==> config.mk <==
export PLATFORM = sky130hd
export DESIGN_NAME = pmu
export DESIGN_NICKNAME = d
export VERILOG_FILES = /design/src/rtl/pmu_pkg.sv /design/src/rtl/pmu_ras.sv /design/src/rtl/pmu.sv
export SDC_FILE = /design/constraint.sdc
export NUM_CORES = 1
export LEC_CHECK = 0
export CAP_MARGIN = 20
export CORE_ASPECT_RATIO = 0.7
export CORE_MARGIN = 10
export CORE_UTILIZATION = 35
export CTS_BUF_LIST = sky130_fd_sc_hd__clkbuf_8
export CTS_CLUSTER_DIAMETER = 40
export DETAILED_ROUTE_END_ITERATION = 6
export PLACE_DENSITY = 0.68
export SLEW_MARGIN = 20
export SYNTH_ARGS = -nofsm -noshare
export SYNTH_HDL_FRONTEND = slang
export SYNTH_SLANG_ARGS = --single-unit
==> constraint.sdc <==
create_clock -name clk -period 3.4 [get_ports clk]
set_input_delay 0.68 -clock clk [delete_from_list [all_inputs] [get_ports clk]]
set_output_delay 0.68 -clock clk [all_outputs]
set_load 0.02 [all_outputs]
==> src/rtl/pmu_pkg.sv <==
// Shared types and constants for the program management unit.
package pmu_pkg;

  // Instruction-fetch FSM states.
  typedef enum logic [1:0] {
    S_IDLE      = 2'd0,
    S_FETCH_IR  = 2'd1,
    S_FETCH_IMM = 2'd2,
    S_DONE      = 2'd3
  } state_e;

  // pc_op encodings driven by the control unit.
  localparam logic [1:0] PC_NONE   = 2'b00;
  localparam logic [1:0] PC_BRANCH = 2'b01;
  localparam logic [1:0] PC_CALL   = 2'b10;
  localparam logic [1:0] PC_RET    = 2'b11;

endpackage

==> src/rtl/pmu_ras.sv <==
// Return-address stack. Behaviour on overflow/underflow depends on the
// PMU_RAS_CHECK_EN macro: defined -> bad pushes/pops are dropped and flagged
// in sticky flags; undefined -> the stack is circular and the flags read 0.
module pmu_ras #(
  parameter int DEPTH = 8,
  parameter int AW    = 16
) (
  input  logic                   clk,
  input  logic                   rst_n,
  input  logic                   push,
  input  logic                   pop,
  input  logic [AW-1:0]          din,
  output logic [AW-1:0]          top,
  output logic [$clog2(DEPTH):0] count,
  output logic                   full,
  output logic                   empty,
  output logic                   can_pop,
  output logic                   ovf,
  output logic                   udf
);

  localparam int PW = $clog2(DEPTH);
  localparam int CW = PW + 1;

  logic [AW-1:0] mem_q [DEPTH];
  logic [PW-1:0] sp_q, sp_d, sp_dec;
  logic [CW-1:0] cnt_q, cnt_d;
  logic          wr_en;

  assign sp_dec = sp_q - 1'b1;
  assign full   = (cnt_q == CW'(DEPTH));
  assign empty  = (cnt_q == '0);
  assign count  = cnt_q;
  // Entry a pop would return right now; the top level masks it when empty.
  assign top    = mem_q[sp_dec];

`ifdef PMU_RAS_CHECK_EN
  assign can_pop = !empty;
`else
  assign can_pop = 1'b1;
`endif

  // Pointer/count next-state for push and pop.
  always_comb begin
    // NOTE: every comb output gets a default first so no path infers a latch.
    sp_d  = sp_q;
    cnt_d = cnt_q;
    wr_en = 1'b0;
    if (push) begin
`ifdef PMU_RAS_CHECK_EN
      if (!full) begin
        wr_en = 1'b1;
        sp_d  = sp_q + 1'b1;
        cnt_d = cnt_q + 1'b1;
      end
`else
      wr_en = 1'b1;
      sp_d  = sp_q + 1'b1;
      if (!full) cnt_d = cnt_q + 1'b1;
`endif
    end else if (pop) begin
`ifdef PMU_RAS_CHECK_EN
      if (!empty) begin
        sp_d  = sp_dec;
        cnt_d = cnt_q - 1'b1;
      end
`else
      sp_d = sp_dec;
      if (!empty) cnt_d = cnt_q - 1'b1;
`endif
    end
  end

  // Pointer and occupancy registers.
  always_ff @(posedge clk) begin
    // NOTE: sequential state uses non-blocking assignment so all flops sample pre-edge values.
    if (!rst_n) begin
      sp_q  <= '0;
      cnt_q <= '0;
    end else begin
      sp_q  <= sp_d;
      cnt_q <= cnt_d;
    end
  end

  // Stack storage write port.
  always_ff @(posedge clk) begin
    // NOTE: storage is deliberately not reset; pointer and count are, so stale entries never look valid.
    if (wr_en) mem_q[sp_q] <= din;
  end

`ifdef PMU_RAS_CHECK_EN
  logic ovf_q, ovf_d, udf_q, udf_d;

  // Sticky error flags, cleared only by reset.
  always_comb begin
    ovf_d = ovf_q | (push & full);
    udf_d = udf_q | (!push & pop & empty);
  end

  // Error flag registers.
  always_ff @(posedge clk) begin
    if (!rst_n) begin
      ovf_q <= 1'b0;
      udf_q <= 1'b0;
    end else begin
      ovf_q <= ovf_d;
      udf_q <= udf_d;
    end
  end

  assign ovf = ovf_q;
  assign udf = udf_q;
`else
  assign ovf = 1'b0;
  assign udf = 1'b0;
`endif

endmodule

==> src/rtl/pmu.sv <==
// Program management unit: PC register, return-address stack and the
// handshaked instruction/immediate fetch FSM.
// Optional build macro: PMU_RAS_CHECK_EN (checked, non-circular RAS).
module pmu
  import pmu_pkg::*;
#(
  parameter int            DW        = 16,
  parameter int            AW        = 16,
  parameter int            RAS_DEPTH = 8,
  parameter logic [AW-1:0] RESET_PC  = '0
) (
  input  logic          clk,
  input  logic          rst_n,
  input  logic          fetch_start,
  input  logic          need_imm,
  input  logic [1:0]    pc_op,
  input  logic          cond_en,
  input  logic          cond_ok,
  input  logic [AW-1:0] target,
  output logic [AW-1:0] imem_addr,
  output logic          imem_rd,
  input  logic [DW-1:0] imem_rdata,
  input  logic          imem_ready,
  output logic [DW-1:0] IR,
  output logic [DW-1:0] ImR,
  output logic          ir_valid,
  output logic          busy,
  output logic [AW-1:0] PC,
  output logic [AW-1:0] RA,
  output logic          ras_ovf,
  output logic          ras_udf
);

  state_e        state_q, state_d;
  logic [AW-1:0] pc_q, pc_d;
  logic [DW-1:0] ir_q, ir_d;
  logic [DW-1:0] imr_q, imr_d;
  logic          ir_valid_q, ir_valid_d;

  logic                       taken;
  logic                       ras_push, ras_pop, ras_can_pop;
  logic                       ras_full, ras_empty;
  logic [AW-1:0]              ras_top;
  logic [$clog2(RAS_DEPTH):0] ras_count;
  logic                       ras_unused;

  pmu_ras #(
    .DEPTH (RAS_DEPTH),
    .AW    (AW)
  ) u_ras (
    .clk     (clk),
    .rst_n   (rst_n),
    .push    (ras_push),
    .pop     (ras_pop),
    .din     (pc_q),
    .top     (ras_top),
    .count   (ras_count),
    .full    (ras_full),
    .empty   (ras_empty),
    .can_pop (ras_can_pop),
    .ovf     (ras_ovf),
    .udf     (ras_udf)
  );

  // Occupancy detail is not needed at this level.
  assign ras_unused = ^{ras_count, ras_full};

  assign taken = !cond_en || cond_ok;

  // FSM next state, PC/IR/ImR updates and RAS control.
  always_comb begin
    state_d    = state_q;
    pc_d       = pc_q;
    ir_d       = ir_q;
    imr_d      = imr_q;
    ras_push   = 1'b0;
    ras_pop    = 1'b0;
    imem_rd    = 1'b0;
    busy       = 1'b1;
    ir_valid_d = (state_q == S_DONE);
    unique case (state_q)
      S_IDLE: begin
        busy = 1'b0;
        // Flow-control ops apply before a fetch started in the same cycle.
        case (pc_op)
          PC_BRANCH: if (taken) pc_d = target;
          PC_CALL: begin
            if (taken) begin
              ras_push = 1'b1;
              pc_d     = target;
            end
          end
          PC_RET: begin
            ras_pop = 1'b1;
            if (ras_can_pop) pc_d = ras_top;
          end
          default: ;
        endcase
        if (fetch_start) state_d = S_FETCH_IR;
      end
      S_FETCH_IR: begin
        imem_rd = 1'b1;
        if (imem_ready) begin
          ir_d    = imem_rdata;
          pc_d    = pc_q + 1'b1;
          state_d = need_imm ? S_FETCH_IMM : S_DONE;
        end
      end
      S_FETCH_IMM: begin
        imem_rd = 1'b1;
        if (imem_ready) begin
          imr_d   = imem_rdata;
          pc_d    = pc_q + 1'b1;
          state_d = S_DONE;
        end
      end
      S_DONE: state_d = S_IDLE;
    endcase
  end

  // State, PC and instruction registers with synchronous reset.
  always_ff @(posedge clk) begin
    if (!rst_n) begin
      state_q    <= S_IDLE;
      pc_q       <= RESET_PC;
      ir_q       <= '0;
      imr_q      <= '0;
      ir_valid_q <= 1'b0;
    end else begin
      state_q    <= state_d;
      pc_q       <= pc_d;
      ir_q       <= ir_d;
      imr_q      <= imr_d;
      ir_valid_q <= ir_valid_d;
    end
  end

  assign imem_addr = pc_q;
  assign IR        = ir_q;
  assign ImR       = imr_q;
  assign ir_valid  = ir_valid_q;
  assign PC        = pc_q;
  assign RA        = ras_empty ? '0 : ras_top;

endmodule

# After elaboration in Yosys (flattened, before gate mapping)
# Memory sizes are Yosys's and may differ from the RTL's.
# Cells that the tools add are included.
totals:
  reg_bits: 58
  mem_bits_rw: 128
  input_bits: 41
  out_inout_bits: 85
  word_cells: 67
  n_memories: 1
mem_list:
  columns: ["name", "depth", "width", "read_ports", "rd_clocked_by_memory_dff", "write_ports", "line", "text"]
  rows:
  - ["u_ras.mem_q", 8, 16, 1, 0, 1, "pmu_ras.sv:25", "logic [AW-1:0] mem_q [DEPTH];"]
op_classes:
  addsub: 5
  eq_ne: 15
  mux: 26
  n_reduce_logical: 13
op_table:
  columns: ["cell", "n"]
  rows:
  - ["$pmux W16 S2", 2]
  - ["$mux W16", 3]
  - ["$add A16 B1 Y16 const B", 1]
  - ["$mux W4", 4]
  - ["$mux W1", 11]
  - ["$ne A2 B2 Y1 const B", 5]
  - ["$eq A2 B2 Y1 const B", 4]
  - ["$pmux W2 S4", 1]
  - ["$mux W2", 3]
  - ["$mux W3", 2]
  - ["$reduce_and A3 Y1", 2]
  - ["$add A4 B1 Y4 const B", 1]
  - ["$eq A2 B1 Y1 const B", 2]
  - ["$eq A4 B4 Y1 const B", 1]
  - ["$logic_not A4 Y1", 1]
  - ["$reduce_and A2 Y1", 2]
  - ["$reduce_and A4 Y1", 1]
  - ["$reduce_bool A2 Y1", 2]
  - ["$reduce_or A2 Y1", 2]
  - ["$sub A4 B1 Y4 const B", 1]
  - ["$add A3 B1 Y3 const B", 1]
  - ["$ne A3 B2 Y1 const B", 1]
  - ["$ne A3 B3 Y1 const B", 1]
  - ["$sub A3 B1 Y3 const B", 1]
  - ["other kinds (4)", 4]

# Logic depth before layout (Yosys ltp)
# Gate-level depths: netlist of the first run.
logic_depth:
  depth_word: 8
  ltp_mapped: 12
  mapped_depth_nobuf: 11

# Cells and area by module
# From an unflattened synthesis of the first run, not the netlist that was laid out.
hier_totals:
  cells_unflattened: 625
  hier_area_um2: 8255.4
by_module_without_submodules:
  columns: ["module", "n_inst", "cells_each", "area_per_inst_um2", "seq_area_each_um2"]
  rows:
  - ["pmu_ras", 1, 252, 5398.9, 3983.8]
  - ["pmu", 1, 373, 2856.5, 1021.0]

# Least setup slack after synthesis of the first run
# No wires, ideal clock.
synth_path:
  path_kind: "input-to-reg"
  from: "in pc_op[0]"
  to: "mem u_ras.mem_q[0][0] (enable)"
  setup_time_ns: 0.430
  t_arrival_ns: 3.038
  required_time_ns: 2.970
  slack_ns: -0.068
  cell_stages: 7
  n_path_buf: 1
  cell_sequence: "inv_1 ha_1 and2_1 and2_1 inv_1 clkbuf_1 nor4_1"
synth_between:
  elab_chain_cells: 6
synth_rtl:
  columns: ["item", "line", "text"]
  rows:
  - ["from (decl)", "pmu.sv:16", "input logic [1:0] pc_op,"]
  - ["$eq A2 B2 Y1", "pmu.sv:85", "case (pc_op)"]
  - ["$mux W1", "pmu.sv:85", null]
  - ["$mux W1", "pmu.sv:81", "unique case (state_q)"]
  - ["$mux W1", "pmu_ras.sv:49", "if (push) begin"]
  - ["$mux W1", "pmu_ras.sv:89", "if (wr_en) mem_q[sp_q] <= din;"]
  - ["$mux W1 (implied by the code)", "pmu_ras.sv:89", null]
  - ["to (decl)", "pmu_ras.sv:25", null]
# No other way between the ends.

# Final worst setup path of the first run
layout_path:
  from: "reg u_ras.sp_q[0]"
  to: "out RA[13]"
layout_between:
  elab_chain_cells: 3
layout_rtl:
  columns: ["item", "line", "text"]
  rows:
  - ["from (decl)", "pmu_ras.sv:26", "logic [PW-1:0] sp_q, sp_d, sp_dec;"]
  - ["from (signal assigned)", "pmu_ras.sv:81", "sp_q <= sp_d;"]
  - ["$sub A3 B1 Y3", "pmu_ras.sv:30", "assign sp_dec = sp_q - 1'b1;"]
  - ["$mem_v2 Z8 W16", null, null]
  - ["$mux W16", "pmu.sv:143", "assign RA = ras_empty ? '0 : ras_top;"]
  - ["to (decl)", "pmu.sv:29", "output logic [AW-1:0] RA,"]
# No other way between the ends.

==> summary.md, run 1 <==
| Metric | Value |
|---|---|
| Number of setup violations in the final report | 0 |
| TritonCTS clock tree | done |
| Average wire per standard cell | 20.4 µm |
| Area of the placeable core | 0.0227 mm² |
| Class of the most critical setup path | register to primary output |
| Primary flip-flop cell chosen by synthesis mapping | sky130_fd_sc_hd__edfxtp_1 |
| Peak Freq | 304 MHz |
| Maximum clock path buffer count | 2 |
| Net total in the final layout | 823 |
| Crit start category | register |
| Worst min path class | register to register |
| Reported leakage power | 3.58 nW |
| Clock-pin slew on the worst setup and hold paths | 0.09 ns |
| Fraction of final layout cells with drive strength greater than 1 | 15.3% |
| Number of instances in the synthesized netlist | 636 |
| Post-synthesis cell type count | 60 |
| Cell types with the largest area share after synthesis | sky130_fd_sc_hd__edfxtp_1 47%, sky130_fd_sc_hd__dfxtp_1 14%, sky130_fd_sc_hd__mux4_2 7.0%, sky130_fd_sc_hd__nand2_1 4.2%, sky130_fd_sc_hd__a21oi_1 3.0% |
| H-tree levels | 4 |
| Number of rows in the core area | 46 |
| TritonRoute pass-1 iters | 6 |
| Remaining global-route overflow | 0 |
| Area Growth Syn to Fin | 27.2% |
| Number of remaining DRC errors | 0 |
| Seq cells post-synth | 186 |
| Fraction of synthesized cell area taken by the top area cell type | 47.5% |
| Effective utilization at floorplan | 35.7% |
| Library cell with the largest summed area after synthesis | sky130_fd_sc_hd__edfxtp_1 |
| Setup clock skew after layout | 0.0185 ns |
| Initial antenna violation count | 0 |
| Number of clock buffers inserted by TritonCTS | 17 |
| Count of placed standard cells including taps | 1,062 |
| PwrDens | 863 mW/mm² |
| Number of input and output port buffers inserted | 123 |
| Post-layout power | 8.89 mW |
| Die area | 0.0297 mm² |
| Post-route ant nets | 0 |
| Clock sink count | 186 |
| DR vias | 5,657 |
| Chip height | 147 µm |
| Largest net degree at the start of global routing | 35 |
| Sort of element at the end of the critical path | primary output |
| Synth warn | 0 |
| Outcome | completed |
| Overall routed net length | 22,300 µm |
| Iter 0 DRT Violations | 594 |
| # Max-Cap Violations | 0 |
| Global-route wire length before repair | 33,800 µm |
| Time the final worst path needs with I/O delays and setup | 3.29 ns |
| Mapped cell area | 0.00810 mm² |
| All-layer global routing usage | 14.9% |
| EDFF count, synth | 128 |
| Number of global-route vias before repair | 5,526 |
| Cell at the root of the clock tree | sky130_fd_sc_hd__clkbuf_8 |
| Global placer's final weighted congestion | 0.828 |
| HPWL after detailed placement | 15,700 µm |
| Worst path arrival time | 2.61 ns |
| Portion of the clock cycle consumed by the worst path in the final layout | 96.7% |
| Final count of pins violating max slew | 0 |
| Final Util | 45.4% |
| Worst skew pair latency | 0.47 ns |
| Max VDD drop | 0.000419 V |
| Non-filler instance count after layout | 1,095 |
| Die Width | 202 µm |
| Final Hold Violating Endpoints | 0 |
| Relative slew slack | 51.0% |
| Worst-margin pin slew | 0.735 ns |
| Hold_ws | 0.456 ns |
| Cts-stage hold buffer count | 0 |
| Post-Syn Area per Cell | 12.7 µm² |
| Seq/Total Area, Yosys | 61.8% |
| Number of diodes | 0 |
| Crit Path Max Fanout | 7 |
| I/O pin cnt | 126 |
| Required @ worst endpoint | 2.72 ns |
| Vias per std cell | 5.17 |
| Fraction of registers with async set or reset after synthesis | 0% |
## metal layers
metal,wire length (µm),up-vias,track usage [%]
met1,10200,2771,20.7
met2,10000,233,22.2
met4,274,0,3.82
met3,1870,26,4.22
li1,-,2627,-
met5,0,-,0
## report_power, final
part / switching (mW) / total (mW) / internal (mW)
registers: 0.358 / 3.19 / 2.83
logic: 2.43 / 4.33 / 1.90
clock network: 0.850 / 1.38 / 0.528
total: 3.63 / 8.89 / 5.26
## sequential cells by signal, summed over array words and instances, names as in the netlist
name,flops
ImR,16
u_ras.mem_q,128
IR,16
u_ras.sp_q,3
PC,16
u_ras.count,4
ir_valid,1
state_q,2
## final cells by class
cell class / instances / area [µm²]
multi-input combinational: 388 / 2870
clock inverter: 15 / 131
clock buffer: 17 / 234
timing repair buffer: 166 / 1630
inverter: 11 / 41.3
sequential: 186 / 5010
tap: 312 / 390
fill: 2018 / 12400
## worst max-delay path: stages (launching register included)
cell and delay, ns:
sky130_fd_sc_hd__dfxtp_2 0.35, sky130_fd_sc_hd__inv_2 0.08, sky130_fd_sc_hd__ha_4 0.17, sky130_fd_sc_hd__xor2_4 0.19, sky130_fd_sc_hd__buf_12 0.16, sky130_fd_sc_hd__mux4_1 0.54, sky130_fd_sc_hd__mux2i_1 0.21, sky130_fd_sc_hd__nor2_1 0.10
sky130_fd_sc_hd__dlygate4sd2_1 0.34
## cells in the mapped netlist, drive strengths merged, types with 13 or more instances
cell / count
a21oi: 48
buf: 27
clkbuf: 25
dfxtp: 58
edfxtp: 128
mux2i: 18
mux4: 32
nand2: 90
nand3: 13
nor2: 41
nor3: 19
o21ai: 20
## what timing repair did
action | in CTS | in global routing
gates resized for setup | 17 | 15
buffers inserted | 1 | 0
endpoints found under the setup margin | 16 | 15
## path summary, 6_finish.rpt
path / start / to / slack [ns] / depth (start not counted)
worst max-delay path: u_ras.sp_q[0] / RA[13] / 0.11 / 8
worst min-delay path: ImR[1] / ImR[1] / 0.46 / 2
worst max register to register: state_q[1] / PC[10] / 0.81 / 7
worst min register to register: ImR[1] / ImR[1] / 0.46 / 2
## logic make-up (layout without fill, tap and decap cells)
group           after synthesis  count (layout)  share of synthesized area, %
fa+ha+maj                    12              12                          1.85
xor+xnor                      5               5                         0.634
flops                       186             186                          61.8
other cells                   1               2                        0.0463
compound gates              104             104                          7.62
simple gates                215             215                          12.4
buf+inv                      63             209                          4.14
mux                          50              50                          11.5
## metrics by stage
| step | TNS, ns | setup slack (ns) | area (µm²) |
|---|---|---|---|
| final | 0 | 0.111 | 10300 |
| after global routing | -0.00745 | -0.00745 | 10300 |
| after CTS | 0 | 0.0216 | 10200 |
| after detailed placement | 0 | 0.187 | 9840 |
| after global placement | 0 | 0.183 | 9840 |
| after floorplan | -3.29 | -0.0684 | 8100 |
## layout by cell type (no fill, tap or decap), drive strengths merged, types with 6 or more instances in the layout
cell type	netlist	final
a21oi	48	48
and2	10	10
buf	27	44
clkbuf	25	17
clkdlybuf4s50	0	109
dfxtp	58	58
dlygate4sd2	0	6
dlymetal6s2s	0	7
edfxtp	128	128
ha	12	12
inv	9	16
mux2i	18	18
mux4	32	32
nand2	90	90
nand2b	6	6
nand3	13	13
nor2	41	41
nor3	19	19
nor4	9	9
o21ai	20	20
o22ai	6	6
Power figures use the tool's default switching activity.
==> run 2: changes to the inputs <==
--- a/config.mk
+++ b/config.mk
@@ -8,11 +8,11 @@
 export CAP_MARGIN = 20
 export CORE_ASPECT_RATIO = 0.7
 export CORE_MARGIN = 10
-export CORE_UTILIZATION = 35
+export CORE_UTILIZATION = 45
 export CTS_BUF_LIST = sky130_fd_sc_hd__clkbuf_8
 export CTS_CLUSTER_DIAMETER = 40
 export DETAILED_ROUTE_END_ITERATION = 6
-export PLACE_DENSITY = 0.68
+export PLACE_DENSITY = 0.81
 export SLEW_MARGIN = 20
 export SYNTH_ARGS = -nofsm -noshare
 export SYNTH_HDL_FRONTEND = slang
==> summary.md, run 2 (synthesis gave the netlist of run 1 again) <==
| Metric | Value |
|---|---|
| Outcome | completed |
| Worst-margin pin slew | 0.701 ns |
| Number of rows in the core area | 40 |
| Final Hold Violating Endpoints | 0 |
| Number of input and output port buffers inserted | 123 |
| Largest net degree at the start of global routing | 40 |
| Remaining global-route overflow | 0 |
| Number of setup violations in the final report | 0 |
| Peak Freq | 302 MHz |
| Top cell family by delay on the critical path | buffers and inverters |
| Required @ worst endpoint | 2.72 ns |
| I/O pin cnt | 126 |
| # Max-Cap Violations | 0 |
| Reported leakage power | 3.50 nW |
| Crit Path Max Fanout | 8 |
| Maximum clock path buffer count | 2 |
| Worst path bufs/invs | 4 |
| Clock sink count | 186 |
| Iter 0 DRT Violations | 655 |
| DR vias | 5,733 |
| Final Instance Area | 0.0102 mm² |
| Global-route wire length before repair | 31,900 µm |
| Crit start category | register |
| Initial antenna violation count | 0 |
| Post-route ant nets | 0 |
| Number of clock buffers inserted by TritonCTS | 17 |
| Setup clock skew after layout | 0.0186 ns |
| Placed inst area | 0.00968 mm² |
| Unrepaired setup endpoints after global routing | yes |
| Area of the placeable core | 0.0174 mm² |
| Worst path arrival time | 2.63 ns |
| Average wire per standard cell | 20.9 µm |
| Global placer's final weighted congestion | 0.886 |
| Clock-pin slew on the worst setup and hold paths | 0.11 ns |
| Chip height | 132 µm |
| Worst-path cell with the longest stage delay | sky130_fd_sc_hd__clkdlybuf4s50_1 |
| Final sum of negative setup slack | 0 ns |
| Final count of pins violating max slew | 0 |
| TritonRoute pass-1 iters | 5 |
| Die Width | 180 µm |
| Effective utilization at floorplan | 46.5% |
| Vias per std cell | 5.66 |
| Portion of the clock cycle consumed by the worst path in the final layout | 97.4% |
| Max VDD drop | 0.000501 V |
| Register bank with the most flops | u_ras.mem_q |
| Highest-count cells in the layout ignoring fill and taps | 128 x sky130_fd_sc_hd__edfxtp_1, 115 x sky130_fd_sc_hd__clkdlybuf4s50_1, 90 x sky130_fd_sc_hd__nand2_1 |
| HPWL after detailed placement | 14,500 µm |
| Die area | 0.0238 mm² |
| Flip-flop count of the largest register after layout | 128 |
| Number of diodes | 0 |
| Worst skew pair latency | 0.47 ns |
| H-tree levels | 4 |
| Worst min path class | register to register |
| Critical path cell sequence | inv_2, ha_4, xor2_4, buf_12, buf_4, mux2i_1, nor2_1, clkdlybuf4s50_1 |
| TritonCTS clock tree | done |
| Net total in the final layout | 822 |
| Number of global-route vias before repair | 5,422 |
| Cell at the root of the clock tree | sky130_fd_sc_hd__clkbuf_8 |
| PwrDens | 878 mW/mm² |
| Sort of element at the end of the critical path | primary output |
| Time the final worst path needs with I/O delays and setup | 3.31 ns |
| Number of remaining DRC errors | 0 |
| Fraction of final layout cells with drive strength greater than 1 | 15.6% |
| Relative slew slack | 53.2% |
| Worst path max stage delay | 0.55 ns |
| Overall routed net length | 21,100 µm |
| All-layer global routing usage | 17.1% |
| Most common library cell in the layout ignoring fill and taps | sky130_fd_sc_hd__edfxtp_1 |
| Area Growth Syn to Fin | 25.7% |
| Class of the most critical setup path | register to primary output |
-- run 2: changes by cell type in the layout (fill, tap and decap cells not counted), moves of 2 or more --
cell	before	now
sky130_fd_sc_hd__clkdlybuf4s50_1	109	115
sky130_fd_sc_hd__inv_8	1	7
sky130_fd_sc_hd__dlymetal6s2s_1	7	2
sky130_fd_sc_hd__dlygate4sd2_1	6	2
sky130_fd_sc_hd__inv_6	6	2
sky130_fd_sc_hd__buf_12	5	2
sky130_fd_sc_hd__clkinvlp_4	5	2
sky130_fd_sc_hd__mux2i_2	1	4
sky130_fd_sc_hd__mux2i_4	3	0
sky130_fd_sc_hd__buf_4	37	39
sky130_fd_sc_hd__clkbuf_2	0	2
-- run 2: worst register-to-register path, stage by stage (launching register included) --
cell and delay [ns]:
sky130_fd_sc_hd__dfxtp_1 0.38, sky130_fd_sc_hd__inv_1 0.12, sky130_fd_sc_hd__ha_1 0.30, sky130_fd_sc_hd__and2_1 0.24
sky130_fd_sc_hd__and2_1 0.24, sky130_fd_sc_hd__inv_1 0.09, sky130_fd_sc_hd__buf_4 0.19, sky130_fd_sc_hd__nor4_2 0.24
sky130_fd_sc_hd__buf_4 0.36
-- run 2: routing by layer --
metal  vias up  track usage, %  part of all wire, %
met5         -               0                    0
li1       2627               -                    -
met1      2802            23.1                   43
met2       276            26.2                   46
met3        28            5.21                  9.5
met4         0            4.23                  1.4
-- run 2: worst paths after layout --
check                startpoint                 to  slack (ns)  depth (start not counted)
hold reg to reg         ImR[13]            ImR[13]        0.46                          2
setup / recovery  u_ras.sp_q[0]             RA[10]        0.09                          8
hold / removal          ImR[13]            ImR[13]        0.46                          2
setup reg to reg     state_q[0]  u_ras.mem_q[1][4]        0.90                          8
-- run 2: metrics by stage --
stage                     std cells  hold slack (ns)  power (mW)  setup slack (ns)  utilization [%]
final                          1013            0.458        8.94            0.0889             58.4
after global routing           1013            0.472        9.41           -0.0217             58.4
after CTS                      1009            0.461        8.82            0.0140             58.0
after detailed placement        977            0.446        7.35             0.139             55.6
after global placement          977            0.441        7.26             0.234             55.6
after floorplan                 637            0.462        5.67           -0.0684                -
-- run 2: area by class of cell --
type                            count  area, µm²
Clock inverter                     15        175
Inverter                           11       41.3
Clock buffer                       17        234
Timing Repair Buffer              165       1590
Fill cell                        1406       7240
Tap cell                          231        289
Multi-Input combinational cell    388       2850
Sequential cell                   186       5010
-- run 2: repair_timing --
item / in CTS / in global routing
setup endpoints to repair: 13 / 12
buffers inserted: 0 / 3
hold buffers: 0 / 0
resized for setup: 13 / 16
pin swaps: 1 / 2
cloned: 0 / 1
-- run 2: where the power goes --
part           leakage [nW]  internal [mW]  switching [mW]
registers              1.65           2.83           0.371
clock network         0.203          0.626           0.870
logic                  1.64           1.89            2.35
==> run 3: changes to the inputs <==
--- a/config.mk
+++ b/config.mk
@@ -5,13 +5,12 @@
 export SDC_FILE = /design/constraint.sdc
 export NUM_CORES = 1
 export LEC_CHECK = 0
-export CAP_MARGIN = 20
 export CORE_ASPECT_RATIO = 0.7
 export CORE_MARGIN = 10
 export CORE_UTILIZATION = 45
 export CTS_BUF_LIST = sky130_fd_sc_hd__clkbuf_8
-export CTS_CLUSTER_DIAMETER = 40
 export DETAILED_ROUTE_END_ITERATION = 6
+export GPL_TIMING_DRIVEN = 0
 export PLACE_DENSITY = 0.81
 export SLEW_MARGIN = 20
 export SYNTH_ARGS = -nofsm -noshare
==> summary.md, run 3 (synthesis gave the netlist of run 1 again) <==
| Metric | Value |
|---|---|
| Number of rows in the core area | 40 |
| Register bank with the most flops | u_ras.mem_q |
| Highest-count cells in the layout ignoring fill and taps | 128 x sky130_fd_sc_hd__edfxtp_1, 106 x sky130_fd_sc_hd__clkdlybuf4s50_1, 90 x sky130_fd_sc_hd__nand2_1 |
| Clock-pin slew on the worst setup and hold paths | 0.10 ns |
| Die area | 0.0238 mm² |
| Crit start category | register |
| Max VDD drop | 0.000502 V |
| Cts-stage hold buffer count | 0 |
| Cell at the root of the clock tree | sky130_fd_sc_hd__clkbuf_8 |
| Die Width | 180 µm |
| Net total in the final layout | 876 |
| Clock sink count | 186 |
| Global-route wire length before repair | 35,000 µm |
| Area Growth Syn to Fin | 30.3% |
| Iter 0 DRT Violations | 931 |
| Outcome | finished with violations |
| Sort of element at the end of the critical path | primary output |
| Time the final worst path needs with I/O delays and setup | 3.38 ns |
| Class of the most critical setup path | register to primary output |
| Required @ worst endpoint | 2.72 ns |
| Final Hold Violating Endpoints | 0 |
| Setup clock skew after layout | 0.0178 ns |
| TritonRoute pass-1 iters | 7 |
| DR vias | 6,194 |
| Post-route ant nets | 0 |
| Worst min path class | register to register |
| Average wire per standard cell | 22.0 µm |
| Relative slew slack | 44.2% |
| Remaining global-route overflow | 0 |
| Peak Freq | 296 MHz |
| Worst-margin pin slew | 0.832 ns |
| Number of clock buffers inserted by TritonCTS | 17 |
| Chip height | 132 µm |
| Number of input and output port buffers inserted | 122 |
| Largest net degree at the start of global routing | 18 |
| Crit Path Max Fanout | 10 |
| Vias per std cell | 5.80 |
| Worst skew pair latency | 0.49 ns |
| HPWL after detailed placement | 16,300 µm |
| Area of the placeable core | 0.0174 mm² |
| H-tree levels | 4 |
| Maximum clock path buffer count | 2 |
| Most common library cell in the layout ignoring fill and taps | sky130_fd_sc_hd__edfxtp_1 |
| Fraction of final layout cells with drive strength greater than 1 | 20.6% |
| Global placer's final weighted congestion | 0.912 |
| Final worst setup slack | 0.0212 ns |
| Number of setup violations in the final report | 0 |
| Worst flop-to-flop path startpoint | state_q[0] |
| Final count of pins violating max slew | 0 |
| Launch instance of the worst min-delay path | IR[3] |
| Post-layout power | 9.52 mW |
| Worst-path cell with the longest stage delay | sky130_fd_sc_hd__dfxtp_4 |
| Effective utilization at floorplan | 46.5% |
| Overall routed net length | 23,500 µm |
| Worst path max stage delay | 0.41 ns |
| Initial antenna violation count | 0 |
| Worst path arrival time | 2.70 ns |
| Critical path cell sequence | clkinvlp_4, ha_4, buf_4, mux4_2, mux2i_2, nor2_1, dlygate4sd2_1 |
| All-layer global routing usage | 18.9% |
| Reported leakage power | 3.70 nW |
| TritonCTS clock tree | done |
| PwrDens | 903 mW/mm² |
| Violated checks | design-rule violations |
| # Max-Cap Violations | 0 |
| Number of global-route vias before repair | 5,915 |
| Worst Setup SP | u_ras.sp_q[1] |
| Portion of the clock cycle consumed by the worst path in the final layout | 99.4% |
| Number of remaining DRC errors | 22 |
| Flip-flop count of the largest register after layout | 128 |
| I/O pin cnt | 126 |
| Setup slack after placement | -1.12 ns |
[run 3: changes by cell type in the layout (fill, tap and decap cells not counted), moves of 6 or more]
cell,delta
sky130_fd_sc_hd__clkdlybuf4s50_1,-9
sky130_fd_sc_hd__buf_2,+11
sky130_fd_sc_hd__buf_4,+12
sky130_fd_sc_hd__inv_8,-6
sky130_fd_sc_hd__clkbuf_1,+19
sky130_fd_sc_hd__dlygate4sd2_1,+8
sky130_fd_sc_hd__buf_6,+14
[run 3: stage by stage]
stage | instances | hold slack (ns) | TNS [ns] | util, % | instance area (µm²)
after global placement | 990 | 0.441 | -202.44 | 55.2 | 9610
after floorplan | 637 | 0.462 | -3.29 | - | 8100
after global routing | 1067 | 0.484 | -0.198 | 60.5 | 10500
after detailed placement | 1009 | 0.447 | -16.62 | 56.4 | 9810
final | 1068 | 0.457 | 0 | 60.6 | 10500
after CTS | 1055 | 0.462 | -0.122 | 59.9 | 10400
[run 3: final timing paths]
| path | endpoint | slack (ns) | cells past startpoint |
|---|---|---|---|
| worst max-delay path | RA[10] | 0.02 | 7 |
| worst min-delay path | IR[3] | 0.46 | 2 |
| worst max register to register | u_ras.mem_q[2][12] | 0.17 | 9 |
| worst min register to register | IR[3] | 0.46 | 2 |
[run 3: repair_timing]
item                       in CTS  in global routing
gates resized for setup        84                  9
setup endpoints to repair      29                 11
cloned                          1                  0
pin swaps                       3                  4
setup buffers                  14                 13
[run 3: critical path, delay by kind of cell (launching register included)]
kind                     cells  cell delay (ns)
flip-flops                   1             0.41
adder cells (fa/ha/maj)      1             0.36
buffers and inverters        3             0.72
multiplexers                 2             0.61
AND/OR/NAND/NOR              1             0.11
[run 3: layout make-up]
class,instances,area (µm²)
fill,1329,6870
sequential,186,5010
multi-input combinational,388,2880
timing repair buffer,169,1580
buffer,50,335
tap,231,289
clock buffer,17,234
clock inverter,15,159
inverter,11,57.6
antenna,1,2.50
[run 3: power by group]
part	leakage, nW	internal (mW)	switching [mW]
registers	1.65	2.83	0.426
clock network	0.206	0.667	0.837
logic	1.84	2.15	2.61
total	3.70	5.65	3.87
[run 3: metal layers]
layer / vias up / wire length, µm / track usage [%]
met3: 74 / 2250 / 4.44
met1: 3026 / 9720 / 25.3
met2: 369 / 10900 / 29.2
met4: 0 / 723 / 6.82
met5: - / 0 / 0
li1: 2725 / - / -
==> variant (config.mk and constraints of run 3) <==
Add a define of `PMU_RAS_CHECK_EN`.
--- a/src/rtl/pmu_ras.sv
+++ b/src/rtl/pmu_ras.sv
@@ -3,2 +3,4 @@
 // in sticky flags; undefined -> the stack is circular and the flags read 0.
+`define PMU_RAS_CHECK_EN
+
 module pmu_ras #(
Function: changed (a bounded check fails within 4 cycles, from zero or initial values and one cycle with rst_n low).
==> variant against run 3 <==
Clock skew hardly changed. Setup slack better by 0.075 ns. Count of clock-buffer cells in the layout stayed put. Design area down 1.9%. Power decreased by 0.23%. Routed wire length down 9.1%. Clock power down 9%. Die area rose by 1.1%. Utilization down 2.9 points. Sequential share of layout area rose by 1.3 points. Area after synthesis increased by 1.3%. Sequential cell count is 2 higher. Largest cell class unchanged.
==> variant: results (changes against run 3) <==
Synth Area in XOR/XNOR: 0.870% (+0.24 points)
Worst R2R Path Depth: 7 (-2)
Hpwl dp: 15,500 µm (-5.3%)
Final #Nets: 850 (-3.0%)
Clock-cell share: 3.47% (-0.26 points)
Synthesis-stage register bit count: 188 (+1.1%)
Status: finished clean
Crit-path max cell delay: 0.37 ns (-0.04 ns)
Met3 WL: 1830 µm (-19%)
Post-synthesis adder-cell area fraction: 1.83% (-0.023 points)
Slowest CP cell: dfxtp_2
WL met1: 9220 µm (-5.1%)
Data arrival, critical path: 2.62 ns (-0.08 ns)
Unique masters post-synth: 62 (+3.3%)
Synth Area in Compound Gates: 8.56% (+0.94 points)
Drt wl/cell: 20.4 µm (-7.2%)
Worst setup path end: RA[3]
Largest net degree at the start of global routing: 19 (+1)
Fillers: 1,454 (+9.4%)
DRT Pass-1 Iters: 6 (-1)
Worst setup startpoint: u_ras.sp_q[0]
FF+latch area: 5050 µm² (+0.75%)
Seq group: 3.21 mW (-2%)
I/O Buffers: 125 (+2.5%)
#MultiIn Comb: 389 (+0.26%)
Bufs w/o clock: 190 (-13%)
## variant: cell types whose count changed after synthesis, moves of 5 or more
cell and change:
mux2i_1 +8, nor3_1 -10, nor4_1 -7, nor2_1 +12, and2_1 -5, a211oi_1 +8
mux4_1 -7
## variant: metal layers
metal	track usage [%]	up-vias
met4	6.22	0
met5	0	-
met1	23.6	2784
met2	26.9	244
li1	-	2688
met3	5.09	35
## variant: through the flow
step	power, mW	utilization, %	cells	TNS [ns]	hold WS (ns)
floorplan	6.06	-	639	0	0.490
global placement	7.71	54.3	1000	-101.54	0.441
detailed placement	7.82	55.0	1010	-5.05	0.446
CTS	9.36	57.5	1045	-0.00284	0.459
global route	10.0	57.6	1046	-0.00559	0.480
finish	9.50	57.6	1046	0	0.457
## variant: cells by family after synthesis
logic type / Yosys count
adder cells (fa/ha/maj): 12
multiplexers: 55
XOR/XNOR: 6
flip-flops: 188
AND/OR/NAND/NOR: 209
buffers and inverters: 62
AO/OA/AOI/OAI: 107
